[src/rtl/y86_pkg.sv]
// Shared Y86 definitions: stat codes, icodes, register IDs and the W-stage record.
package y86_pkg;

   localparam int WORD_W = 64;

   localparam logic [2:0] STAT_AOK = 3'd1;
   localparam logic [2:0] STAT_HLT = 3'd2;
   localparam logic [2:0] STAT_ADR = 3'd3;
   localparam logic [2:0] STAT_INS = 3'd4;

   localparam logic [3:0] I_HALT   = 4'h0;
   localparam logic [3:0] I_NOP    = 4'h1;
   localparam logic [3:0] I_RRMOVQ = 4'h2;
   localparam logic [3:0] I_IRMOVQ = 4'h3;
   localparam logic [3:0] I_RMMOVQ = 4'h4;
   localparam logic [3:0] I_MRMOVQ = 4'h5;
   localparam logic [3:0] I_OPQ    = 4'h6;
   localparam logic [3:0] I_PUSHQ  = 4'hA;
   localparam logic [3:0] I_POPQ   = 4'hB;

   localparam logic [3:0] REG_RSP  = 4'h4;
   localparam logic [3:0] REG_NONE = 4'hF;

   typedef struct packed {
      logic [2:0]        stat;
      logic [3:0]        icode;
      logic [WORD_W-1:0] valE;
      logic [WORD_W-1:0] valM;
      logic [3:0]        dstE;
      logic [3:0]        dstM;
   } w_reg_t;

   function automatic w_reg_t w_bubble_val();
      w_reg_t b;
      b.stat  = STAT_AOK;
      b.icode = I_NOP;
      b.valE  = '0;
      b.valM  = '0;
      b.dstE  = REG_NONE;
      b.dstM  = REG_NONE;
      return b;
   endfunction

endpackage

[src/rtl/regfile_writeback_if.sv]
// Bus between the M/W pipeline side and the writeback register file.
interface regfile_writeback_if;
   import y86_pkg::*;

   logic              w_stall;
   logic              w_bubble;
   logic [2:0]        m_stat;
   logic [3:0]        m_icode;
   logic [WORD_W-1:0] m_valE;
   logic [WORD_W-1:0] m_valM;
   logic [3:0]        m_dstE;
   logic [3:0]        m_dstM;
   logic [3:0]        srcA;
   logic [3:0]        srcB;
   logic [WORD_W-1:0] valA;
   logic [WORD_W-1:0] valB;
   logic [2:0]        w_stat;
   logic [3:0]        w_icode;
   logic [WORD_W-1:0] w_valE;
   logic [WORD_W-1:0] w_valM;
   logic [3:0]        w_dstE;
   logic [3:0]        w_dstM;
   logic              halted;

   modport master (
      output w_stall, w_bubble, m_stat, m_icode, m_valE, m_valM, m_dstE, m_dstM, srcA, srcB,
      input  valA, valB, w_stat, w_icode, w_valE, w_valM, w_dstE, w_dstM, halted
   );

   modport slave (
      input  w_stall, w_bubble, m_stat, m_icode, m_valE, m_valM, m_dstE, m_dstM, srcA, srcB,
      output valA, valB, w_stat, w_icode, w_valE, w_valM, w_dstE, w_dstM, halted
   );
endinterface

[src/rtl/regfile_writeback_w_pipe_reg.sv]
// W pipeline register: hold beats bubble, bubble beats load; resets to a nop bubble.
module w_pipe_reg
   import y86_pkg::*;
(
   input  logic   clock,
   input  logic   reset_n,
   input  logic   hold,
   input  logic   bubble,
   input  w_reg_t m_in,
   output w_reg_t w_q
);

   always_ff @(posedge clock or negedge reset_n) begin
      if (!reset_n) begin
         w_q <= w_bubble_val();
      end else if (hold) begin
         w_q <= w_q;
      end else if (bubble) begin
         w_q <= w_bubble_val();
      end else begin
         w_q <= m_in;
      end
   end

endmodule

[src/rtl/regfile_writeback.sv]
// Writeback stage: W register, 15x64 register file, sticky halt.
// Optional macro REGFILE_BYPASS_EN forwards the pending W write to the read ports.
module regfile_writeback
   import y86_pkg::*;
(
   input logic               clock,
   input logic               reset_n,
   regfile_writeback_if.slave rf
);

   w_reg_t            m_in;
   w_reg_t            w_q;
   logic              halted_q;
   logic              write_en;
   logic [WORD_W-1:0] regs [15];

   assign m_in.stat  = rf.m_stat;
   assign m_in.icode = rf.m_icode;
   assign m_in.valE  = rf.m_valE;
   assign m_in.valM  = rf.m_valM;
   assign m_in.dstE  = rf.m_dstE;
   assign m_in.dstM  = rf.m_dstM;

   w_pipe_reg u_w_pipe_reg (
      .clock   (clock),
      .reset_n (reset_n),
      .hold    (halted_q | rf.w_stall),
      .bubble  (rf.w_bubble),
      .m_in    (m_in),
      .w_q     (w_q)
   );

   // An excepting instruction never commits, so its stat gates its own write.
   assign write_en = (w_q.stat == STAT_AOK) && !halted_q;

   always_ff @(posedge clock or negedge reset_n) begin
      if (!reset_n) begin
         for (int i = 0; i < 15; i++) regs[i] <= '0;
         halted_q <= 1'b0;
      end else begin
         if (write_en && (w_q.dstE != REG_NONE)) regs[w_q.dstE] <= w_q.valE;
         // Later assignment wins: popq %rsp keeps the loaded value.
         if (write_en && (w_q.dstM != REG_NONE)) regs[w_q.dstM] <= w_q.valM;
         if (w_q.stat != STAT_AOK) halted_q <= 1'b1;
      end
   end

   function automatic logic [WORD_W-1:0] read_port(input logic [3:0] id);
      logic [WORD_W-1:0] v;
      v = '0;
      if (id != REG_NONE) begin
         v = regs[id];
`ifdef REGFILE_BYPASS_EN
         if (write_en && (w_q.dstM == id)) v = w_q.valM;
         else if (write_en && (w_q.dstE == id)) v = w_q.valE;
`endif
      end
      return v;
   endfunction

   assign rf.valA    = read_port(rf.srcA);
   assign rf.valB    = read_port(rf.srcB);
   assign rf.w_stat  = w_q.stat;
   assign rf.w_icode = w_q.icode;
   assign rf.w_valE  = w_q.valE;
   assign rf.w_valM  = w_q.valM;
   assign rf.w_dstE  = w_q.dstE;
   assign rf.w_dstM  = w_q.dstM;
   assign rf.halted  = halted_q;

endmodule

[src/flat_wrapper.sv]
// flat-port wrapper written by rule: the top's interface ports become plain ports
module regfile_writeback_flat import y86_pkg::*;
  (clock, reset_n, rf_w_stall, rf_w_bubble, rf_m_stat, rf_m_icode, rf_m_valE, rf_m_valM, rf_m_dstE, rf_m_dstM, rf_srcA, rf_srcB, rf_valA, rf_valB, rf_w_stat, rf_w_icode, rf_w_valE, rf_w_valM, rf_w_dstE, rf_w_dstM, rf_halted);
  regfile_writeback_if rf_i ();
  input logic clock;
  input logic reset_n;
  input wire logic [$bits(rf_i.w_stall)-1:0] rf_w_stall;
  input wire logic [$bits(rf_i.w_bubble)-1:0] rf_w_bubble;
  input wire logic [$bits(rf_i.m_stat)-1:0] rf_m_stat;
  input wire logic [$bits(rf_i.m_icode)-1:0] rf_m_icode;
  input wire logic [$bits(rf_i.m_valE)-1:0] rf_m_valE;
  input wire logic [$bits(rf_i.m_valM)-1:0] rf_m_valM;
  input wire logic [$bits(rf_i.m_dstE)-1:0] rf_m_dstE;
  input wire logic [$bits(rf_i.m_dstM)-1:0] rf_m_dstM;
  input wire logic [$bits(rf_i.srcA)-1:0] rf_srcA;
  input wire logic [$bits(rf_i.srcB)-1:0] rf_srcB;
  output wire logic [$bits(rf_i.valA)-1:0] rf_valA;
  output wire logic [$bits(rf_i.valB)-1:0] rf_valB;
  output wire logic [$bits(rf_i.w_stat)-1:0] rf_w_stat;
  output wire logic [$bits(rf_i.w_icode)-1:0] rf_w_icode;
  output wire logic [$bits(rf_i.w_valE)-1:0] rf_w_valE;
  output wire logic [$bits(rf_i.w_valM)-1:0] rf_w_valM;
  output wire logic [$bits(rf_i.w_dstE)-1:0] rf_w_dstE;
  output wire logic [$bits(rf_i.w_dstM)-1:0] rf_w_dstM;
  output wire logic [$bits(rf_i.halted)-1:0] rf_halted;
  assign rf_i.w_stall = rf_w_stall;
  assign rf_i.w_bubble = rf_w_bubble;
  assign rf_i.m_stat = rf_m_stat;
  assign rf_i.m_icode = rf_m_icode;
  assign rf_i.m_valE = rf_m_valE;
  assign rf_i.m_valM = rf_m_valM;
  assign rf_i.m_dstE = rf_m_dstE;
  assign rf_i.m_dstM = rf_m_dstM;
  assign rf_i.srcA = rf_srcA;
  assign rf_i.srcB = rf_srcB;
  assign rf_valA = rf_i.valA;
  assign rf_valB = rf_i.valB;
  assign rf_w_stat = rf_i.w_stat;
  assign rf_w_icode = rf_i.w_icode;
  assign rf_w_valE = rf_i.w_valE;
  assign rf_w_valM = rf_i.w_valM;
  assign rf_w_dstE = rf_i.w_dstE;
  assign rf_w_dstM = rf_i.w_dstM;
  assign rf_halted = rf_i.halted;
  regfile_writeback u_core (.clock(clock), .reset_n(reset_n), .rf(rf_i));
endmodule
[config.mk]
export PLATFORM = sky130hd
export DESIGN_NAME = regfile_writeback_flat
export DESIGN_NICKNAME = d
export VERILOG_FILES = /design/src/rtl/y86_pkg.sv /design/src/rtl/regfile_writeback_if.sv /design/src/rtl/regfile_writeback_w_pipe_reg.sv /design/src/rtl/regfile_writeback.sv /design/src/flat_wrapper.sv
export SDC_FILE = /design/constraint.sdc
export NUM_CORES = 2
export LEC_CHECK = 0
export BUFFER_PORTS_ARGS = -buffer_cell sky130_fd_sc_hd__buf_2
export CORE_AREA = 5 5 391 393
export CTS_BUF_LIST = sky130_fd_sc_hd__clkbuf_8 sky130_fd_sc_hd__clkbuf_16
export CTS_CLUSTER_DIAMETER = 40
export DETAILED_ROUTE_END_ITERATION = 10
export DIE_AREA = 0 0 396 398
export SLEW_MARGIN = 20
export SYNTH_ARGS = -nofsm -noshare
export SYNTH_HDL_FRONTEND = slang
export SYNTH_SLANG_ARGS = --single-unit
[constraint.sdc]
create_clock -name clock -period 2.4 [get_ports clock]
set_clock_uncertainty 0.05 [all_clocks]
set_input_delay 0.48 -clock clock [delete_from_list [all_inputs] [get_ports clock]]
set_output_delay 0.48 -clock clock [all_outputs]
set_load 0.05 [all_outputs]
==> qor.txt <==
Root buf cell = clkbuf_16
Synth cell count leaders = mux2i_1 (1216), dfrtp_1 (1094), nand2_1 (851)
Hold Vio Cnt, Final = 0
DR pass1 iterations = 8
Largest family of logic cells by synthesized area = multiplexers
#FFs+latches synth = 1104
Worst path max stage delay = 0.51 ns
Die Width = 396 microns
Routed vias = 63511
Setup WS pre-CTS = -0.7287 ns
Area growth syn-to-layout = 47.70%
Vias in the first global route = 61848
Synth warnings = 0
Slowest CP cell = mux4_2
Min-Delay Startpoint = rf_m_valE[60]
Clock period minus worst slack = 3.063 ns
Initial Utilization = 44.52%
Synth cell types = 32
CP startpoint kind = register
Worst R2R Path Depth = 14
DP HPWL = 180100 microns
Die H = 398 microns
Synth area leader = dfrtp_1
Die ar. = 0.1576 sq mm
Number of synthesized flops with an enable pin = 0
Mapped Cells = 6733
Initial DRC Count = 7738
WP data required = 1.87 ns
Synth area leaders = dfrtp_1 (41%), mux2i_1 (18%), mux4_2 (8.7%)
Pin count of the biggest net entering global routing = 81
Cell area after synthesis = 0.06637 sq mm
Most instantiated library cell after synthesis = mux2i_1
Slew HR = 40.25%
I/O Buffers = 426
Max Root-Sink Buffers = 3
Num rows = 142
Period utilization = 127.6%
Critical path capture point type = output port
Logic pwr share = 16.3%
Initial antenna violation count = 17
Critical Path Start = u_core.regs[720]$_DFF_PN0_
Nets = 8020
Setup TNS = -204.41 ns
Setup WS post-layout = -0.6631 ns
Final setup vio count = 908
Post-synthesis adder-cell area fraction = 0%
Status = complete, but fails checks
Final count of pins violating max slew = 0
Overall Global Routing Usage = 36.83%
Prevailing post-synth register cell = dfrtp_1
Max Clock Freq = 326.5 MHz
Routed WL = 314300 microns
IO Pins = 427
Fraction of synthesized cell area in xor and xnor cells = 0%
Synth Area in Simple Gates = 11.84%
Worst Max-Slew Pin Slew = 0.8953 ns
Asr flop ratio synth = 100.0%
Sequential fraction of the synthesis area = 41.65%
Core area = 0.1491 sq mm
Internal = 40950 uW
Filler instances = 10962
DRC = 0
Switching share of total power = 29.96%
Leak = 0.04564 uW
Post-synth top area share = 41.25%
Grt total ovfl = 0
First-pass GRT wire length = 430400 microns
WHS Path Cells = 3
CP cell instances = mux4_2 > nor2b_4 > a211oi_2 > buf_4 > a2111oi_4 > buf_12
Max_cap viols = 0
NetSw = 17520 uW
Compound-Gate Fraction of Synth Area = 14.35%
Proportion of layout cells with a drive suffix above 1 = 36.14%
ANT nets after route = 0
Worst skew pair latency = 0.85 ns
RSZ-0062 raised after global routing = true
Syn Area/Cell = 9.857 sq um
Failing checks = setup timing
Vias per cell = 6.357
WS Path Type = reg -> out
CTS tree = yes
Worst IR drop on VDD = 0.5578 mV
Clock Power Share = 50.1%
Clock sinks = 1104
Sequential share of power = 33.6%
Total CTS buffers = 194
Crit Reg-Reg Startpoint = u_core.rf.halted$_DFFE_PN0P_
WL/cell = 31.46 microns
Worst-path clk slew = 0.05 ns
Hold WS = 0.08027 ns
H-Tree Depth = 4
CP Data Arrival Time = 2.53 ns
Power Density = 596.5 mW/mm^2
Hold Crit Class = in -> reg
GPL Wtd Cong = 0.8919
Synthesized Nets = 6888
Worst Path Max Fanout = 3
Post-synthesis mux area share = 27.03%
==> sequential cells by signal (all words and copies together), names as in the netlist <==
signal,flops
u_core.u_w_pipe_reg.w_q,143
u_core.regs,960
u_core.rf.halted,1
==> worst max-delay path: cells and delay by family, from the launching register on <==
family / cells / cell delay, ns
flops: 1 / 0.39
buf+inv: 2 / 0.36
simple gates: 1 / 0.15
mux: 1 / 0.51
compound gates: 2 / 0.27
==> kinds of logic after synthesis <==
family	after synthesis
buf+inv	796
flops	1104
simple gates	1746
mux	1472
compound gates	1615
==> cell usage in the layout, fill, tap and decap left out, types with 7 or more instances in the layout <==
cell and instances:
a211oi_2 102, clkinv_4 16, buf_4 699, nor2b_4 93, inv_6 25, o21ai_0 518, nor2b_1 160, diode_2 14
buf_16 78, a211oi_1 243, buf_12 318, mux2i_1 1186, nor2b_2 8, nand2_1 699, clkbuf_8 35, a2111oi_4 128
nor4_4 10, buf_6 146, clkbuf_16 247, bufinv_16 21, nand2_4 82, dfrtp_2 7, mux4_2 256, o21ai_2 109
clkinvlp_4 16, mux2i_4 12, clkinv_2 25, nand2b_1 200, o21ai_1 217, dfrtp_1 1087, a211oi_4 39, dlygate4sd3_1 136
buf_2 282, nor2_1 393, nand2_2 70, a21oi_1 258, inv_1 20, buf_8 18, mux2i_2 18
==> layout make-up <==
cell class | count | area [sq um] | area share (%)
clock buffer | 231 | 5386 | 5.495
sequential | 1104 | 27670 | 28.22
multi-input combinational | 4833 | 41190 | 42.02
clock inverter | 132 | 1529 | 1.560
antenna | 14 | 35.03 | 0.03574
inverter | 3 | 23.77 | 0.02425
timing repair buffer | 1729 | 19760 | 20.16
tap | 1944 | 2432 | 2.481
==> worst paths after layout <==
path	to	slack (ns)
max in group asynchronous	u_core.regs[776]$_DFF_PN0_	1.24
min reg2reg	u_core.u_w_pipe_reg.w_q[136]$_DFFE_PN1N_	0.43
min in group asynchronous	u_core.u_w_pipe_reg.w_q[106]$_DFFE_PN0N_	0.11
max	rf_valA[16]	-0.66
min	u_core.u_w_pipe_reg.w_q[132]$_DFFE_PN0N_	0.08
max reg2reg	u_core.regs[38]$_DFF_PN0_	-0.36
==> layer usage <==
metal  wire [microns]  vias up  track usage, %  part of all wire, %
met5               68        -               0                0.022
met4            21070       10           17.75                  6.7
met3            37950     1088           9.383                   12
met2           134600     4368           55.82                   43
met1           120600    31550           49.53                   38
li1                 -    26495               -                    -
==> through the flow <==
step	power (uW)	instance area (sq um)	instances	util, %
after floorplan	24730	70060	6733	-
after global placement	28460	80740	9226	54.17
after detailed placement	28540	80740	9226	54.17
after CTS	58160	94680	9893	63.52
after global routing	59870	97990	9977	65.74
final	58470	98020	9990	65.76
==> power groups by stage <==
stage,combinational [uW],clock (uW),sequential [uW]
2_1_floorplan,4140,0,20600
3_3_place_gp,8550,0,19900
3_5_place_dp,8600,0,19900
4_1_cts,9170,29400,19600
5_1_grt,9900,30300,19700
6_report,9530,29300,19700
==> what timing repair did <==
item,CTS,global route
gates cloned,71,47
buffers inserted,151,90
hold buffers,136,0
pin swaps,300,208
setup endpoints to repair,968,1017
resized for setup,721,773
endpoints found under the hold margin,477,0
Note: power is estimated with default switching activity, not from simulation.
